===== src/rtl/vga_scaled.sv =====
// VGA timing generator that scales a frame-buffer image by repeating each
// source pixel (pixel_div+1) clocks wide and each source row (line_div+1) lines tall.
module vga_scaled #(
  parameter int H_VISIBLE     = 800,
  parameter int H_FRONT_PORCH = 40,
  parameter int H_SYNC_PULSE  = 128,
  parameter int H_BACK_PORCH  = 88,
  parameter int V_VISIBLE     = 600,
  parameter int V_FRONT_PORCH = 1,
  parameter int V_SYNC_PULSE  = 4,
  parameter int V_BACK_PORCH  = 23,
  parameter int GRAY_WIDTH    = 4,
  parameter int WIDTH_DIV     = 4,
  parameter bit H_SYNC_POL    = 1'b1,
  parameter bit V_SYNC_POL    = 1'b1
) (
  input  logic                  clk,
  input  logic                  rst,
  input  logic [WIDTH_DIV-1:0]  pixel_div,
  input  logic [WIDTH_DIV-1:0]  line_div,
  output logic                  h_sync_out,
  output logic                  v_sync_out,
  output logic [GRAY_WIDTH-1:0] gray_out,
  output logic                  visible_out,
  input  logic [GRAY_WIDTH-1:0] frame_pixel_in,
  input  logic                  frame_valid_in,
  output logic                  frame_next_pixel_out,
  output logic                  frame_line_restart_out,
  output logic                  frame_reset_out,
  output logic                  underrun_out
);
  localparam int H_TOTAL = H_VISIBLE + H_FRONT_PORCH + H_SYNC_PULSE + H_BACK_PORCH;
  localparam int V_TOTAL = V_VISIBLE + V_FRONT_PORCH + V_SYNC_PULSE + V_BACK_PORCH;
  localparam int HW = $clog2(H_TOTAL);
  localparam int VW = $clog2(V_TOTAL);

  logic [HW-1:0]        h_ctr;
  logic [VW-1:0]        v_ctr;
  logic [WIDTH_DIV-1:0] sub_ctr, rep_ctr;
  logic [WIDTH_DIV-1:0] pixel_div_shadow, line_div_shadow, pixel_div_eff;
  logic frame_start, h_last, v_last, h_vis, v_vis, visible, fetch;
  logic h_sync_act, v_sync_act;

  always_comb begin
    frame_start = (h_ctr == '0) && (v_ctr == '0);
    h_last      = (h_ctr == HW'(H_TOTAL - 1));
    v_last      = (v_ctr == VW'(V_TOTAL - 1));
    h_vis       = (h_ctr < HW'(H_VISIBLE));
    v_vis       = (v_ctr < VW'(V_VISIBLE));
    visible     = h_vis && v_vis;
    // The shadow is loaded on this very cycle, so the first pixel of a frame
    // must already see the new divider.
    pixel_div_eff = frame_start ? pixel_div : pixel_div_shadow;
    fetch       = visible && (sub_ctr == '0);
    h_sync_act  = (h_ctr >= HW'(H_VISIBLE + H_FRONT_PORCH)) &&
                  (h_ctr <= HW'(H_VISIBLE + H_FRONT_PORCH + H_SYNC_PULSE - 1));
    v_sync_act  = (v_ctr >= VW'(V_VISIBLE + V_FRONT_PORCH)) &&
                  (v_ctr <= VW'(V_VISIBLE + V_FRONT_PORCH + V_SYNC_PULSE - 1));
  end

  always_ff @(posedge clk) begin
    if (rst) begin
      h_ctr                  <= '0;
      v_ctr                  <= '0;
      sub_ctr                <= '0;
      rep_ctr                <= '0;
      pixel_div_shadow       <= '0;
      line_div_shadow        <= '0;
      h_sync_out             <= !H_SYNC_POL;
      v_sync_out             <= !V_SYNC_POL;
      gray_out               <= '0;
      visible_out            <= 1'b0;
      frame_next_pixel_out   <= 1'b0;
      frame_line_restart_out <= 1'b0;
      frame_reset_out        <= 1'b0;
      underrun_out           <= 1'b0;
    end else begin
      h_ctr <= h_last ? '0 : h_ctr + 1'b1;
      if (h_last) v_ctr <= v_last ? '0 : v_ctr + 1'b1;

      if (frame_start) begin
        pixel_div_shadow <= pixel_div;
        line_div_shadow  <= line_div;
      end

      if (h_last)     sub_ctr <= '0;
      else if (h_vis) sub_ctr <= (sub_ctr == pixel_div_eff) ? '0 : sub_ctr + 1'b1;

      if (h_last) begin
        if (v_last)     rep_ctr <= '0;
        else if (v_vis) rep_ctr <= (rep_ctr == line_div_shadow) ? '0 : rep_ctr + 1'b1;
      end

      h_sync_out  <= h_sync_act ? H_SYNC_POL : !H_SYNC_POL;
      v_sync_out  <= v_sync_act ? V_SYNC_POL : !V_SYNC_POL;
      visible_out <= visible;

      // gray_out doubles as the pixel hold register between fetches.
      if (fetch)         gray_out <= frame_valid_in ? frame_pixel_in : '0;
      else if (!visible) gray_out <= '0;

      frame_next_pixel_out   <= fetch && frame_valid_in;
      frame_line_restart_out <= (h_ctr == HW'(H_VISIBLE)) && v_vis &&
                                (rep_ctr != line_div_shadow);
      frame_reset_out        <= (h_ctr == '0) && (v_ctr == VW'(V_VISIBLE + V_FRONT_PORCH));

      if (frame_start)                   underrun_out <= fetch && !frame_valid_in;
      else if (fetch && !frame_valid_in) underrun_out <= 1'b1;
    end
  end
endmodule

===== config.mk =====
export PLATFORM = sky130hd
export DESIGN_NAME = vga_scaled
export DESIGN_NICKNAME = d
export VERILOG_FILES = /design/src/rtl/vga_scaled.sv
export SDC_FILE = /design/constraint.sdc
export NUM_CORES = 1
export LEC_CHECK = 0
export BUFFER_PORTS_ARGS = -buffer_cell sky130_fd_sc_hd__buf_2
export CORE_MARGIN = 3
export CORE_UTILIZATION = 45
export DETAILED_ROUTE_END_ITERATION = 12
export SETUP_SLACK_MARGIN = 0.02
export SLEW_MARGIN = 20
export SYNTH_ARGS = -nofsm -noshare
export SYNTH_HDL_FRONTEND = slang
export SYNTH_SLANG_ARGS = --single-unit

===== constraint.sdc =====
create_clock -name clk -period 1.9 [get_ports clk]
set_input_delay 0.285 -clock clk [delete_from_list [all_inputs] [get_ports clk]]
set_output_delay 0.285 -clock clk [all_outputs]
set_load 0.03 [all_outputs]

==> reports/metrics.yaml <==
status: "completed"
post_drt_wl_per_cell_um: 12.9
setup_slack_ns: 0.116
yosysTopAreaCell: "dfxtp_1"
synth_top_area_share_pct: 38.7
synthTopCellsByCount: "dfxtp_1, nor2_1, nand2_1, xor2_1, xnor2_1"
cp_num_buf_inv: 0
drc_errors: 0
drv_cap: 0
hold_buffers: 0
crit_chain: "ha_1 -> and4_1 -> nand4_1 -> nor3_1 -> xnor2_1 -> nor2_1"
postSynthAreaPerCell_um2: 9.27
synth_area_um2: 2480
cts_buffers: 5
drive_gt1_share_pct: 22.3
setup-tns-final_ns: 0
clk_pin_slew_ns: 0.09
syn2layout_area_growth_pct: 14.0
end_kind: "flip-flop"
p_leak_nw: 1.17
ys_ff_latch: 48
via_per_inst: 5.11
cp_max_fo: 5
min_period_over_period_pct: 93.9
synth_cell_types: 54
start_kind: "flip-flop"
syn_inst: 268
die_w_um: 80.3
p_total_mw: 2.20
die_h_um: 80.3
instances_no_fill: 371
synth_nets: 292
yosys-top-cells-area: "dfxtp_1, xor2_1, xnor2_1, nor2_1, ha_1"
drv_slew: 0
worstMarginPinSlew_ns: 0.435
critPathTopFamily: "simple AND/OR/NAND/NOR gates"
yosysWarnings: 0
start_util_pct: 47.4
hold_path_depth: 3
synth_edf_count: 0
finalSetupViolations: 0
maxClockFrequency_mhz: 561
root_buffer: "clkbuf_8"
h-tree-depth: 2
design_area_um2: 2830
grt-busiest-layer: "met2"
hp-class: "input port to flip-flop"
clock_path_buffers: 2
place.gp.congestion: 0.813
num_vias: 1896
n_fill_cell: 479
multi_input_area_um2: 1440
crit_required_ns: 2.08
yosysMostFrequentCell: "dfxtp_1"
numClockSinks: 48
ctsResizeCount: 0
ys_seq_area_share_pct: 38.7
grt_util_met2_pct: 25.4
initialDrtViolationCount: 56
floorplan.die_area_um2: 6450
crit_slowest_cell: "dfxtp_1"
ios: 26
dp_cells: 363
grt_overflow: 0
hp-start: "line_div[1]"
hold_path_end: "line_div_shadow[1]"
track_usage_pct: 15.7
post_cts_buffers: 0
core_region_area_um2: 5240
hpwl_um: 3540
report.final.hold_viol_count: 0
reg2regPathDepth: 6
antenna_cells: 0
drtAntennaViolNets: 0
ys.flop_type: "dfxtp_1"
placementRows: 26
vdd_ir_drop_max_mv: 0.541
met3_usage_pct: 3.59
arrival_ns: 1.97
antenna_found_initial: 0
r2r_setup_slack_ns: 0.12
pre_cts_ws_ns: 0.170
min_period_ns: 1.78
power_density_nw_per_um2: 776
grt_pass1_wl_um: 8100
wirelength_um: 4800
clock_skew_ns: 0.0113
critPathKind: "flip-flop to flip-flop"
slew_headroom_pct: 71.0
grtUsageMet1_pct: 21.3
grt_start_max_net_pins: 20
critical_path.max_stage_delay_ns: 0.38
regArea_um2: 961
clock_latency_ns: 0.30
synthArstFlopShare_pct: 0
r2r-start: "h_ctr[0]"
reg2reg_to: "v_ctr[7]"
grt_pass1_vias: 1807
cts_tree: "done"
first_pass_iters: 4
placed_cell_area_um2: 2710
port_buffers: 25
final_nets: 324
## worst max-delay path by stage
stage                             to      from  depth (start not counted)  slack, ns
after global routing        v_ctr[7]  h_ctr[0]                          6     -0.004
after global placement    sub_ctr[0]  h_ctr[0]                          7       0.18
after detailed placement  rep_ctr[1]  h_ctr[0]                          6       0.17
after floorplan           sub_ctr[0]  v_ctr[2]                          6       0.23
after CTS                 sub_ctr[3]  h_ctr[0]                          7       0.15
final                       v_ctr[7]  h_ctr[0]                          6       0.12
## worst reg2reg max path, delay by kind of cell (launching register included)
kind | cells | cell delay, ns
simple gates | 4 | 0.91
fa+ha+maj | 1 | 0.23
flops | 1 | 0.38
xor+xnor | 1 | 0.16
## cells in the final DEF (no fill, tap or decap), types with 9 or more instances in the layout
master / n
dfxtp_1: 48
nor2_1: 36
buf_2: 25
nand2_1: 21
xor2_1: 17
xnor2_1: 16
nand3_1: 12
inv_1: 10
mux2i_1: 10
a21oi_1: 9
ha_1: 9
buf_4: 9
## cell type report
class,count,area share [%]
Clock inverter,2,1.24
Sequential cell,48,33.9
Tap cell,70,3.09
Inverter,11,1.46
Clock buffer,6,2.56
Multi-Input combinational cell,200,50.9
Timing Repair Buffer,34,6.80
## cells by family after synthesis
logic type                 Yosys count  synth area share, %
AOI/OAI and AO/OA                   26                 8.26
xor gates and xnor gates            33                 11.6
buffers and inverters               20                 3.93
adders and majority gates            9                 4.53
DFF                                 48                 38.7
muxes                               11                 4.48
and+or+nand+nor                    121                 28.5
## power by group
group	internal (mW)	leakage [nW]	switching (mW)	total, mW
Clock	0.391	0.0552	0.335	0.726
Sequential	1.06	0.391	0.0410	1.10
Combinational	0.167	0.719	0.208	0.375
Total	1.61	1.17	0.584	2.20
## metal layers
metal / share of wire [%] / wire length (um) / vias to the layer above
li1: - / - / 988
met1: 50 / 2410 / 868
met2: 45 / 2140 / 36
met3: 4.5 / 215 / 4
met4: 0.79 / 38 / 0
met5: 0 / 0 / -
## registers in the layout (all words and copies together), names as in the netlist
register,cells
sub_ctr,4
underrun_out,1
frame_line_restart_out,1
pixel_div_shadow,4
h_ctr,11
v_sync_out,1
h_sync_out,1
visible_out,1
rep_ctr,4
line_div_shadow,4
frame_next_pixel_out,1
v_ctr,10
gray_out,4
frame_reset_out,1
## per-stage QoR
step | hold WS [ns] | util (%)
2_1_floorplan | 0.384 | -
3_3_place_gp | 0.436 | 51.7
3_5_place_dp | 0.439 | 51.7
4_1_cts | 0.219 | 53.8
5_1_grt | 0.250 | 54.1
6_report | 0.224 | 54.1
(Power assumes the default switching activity.)
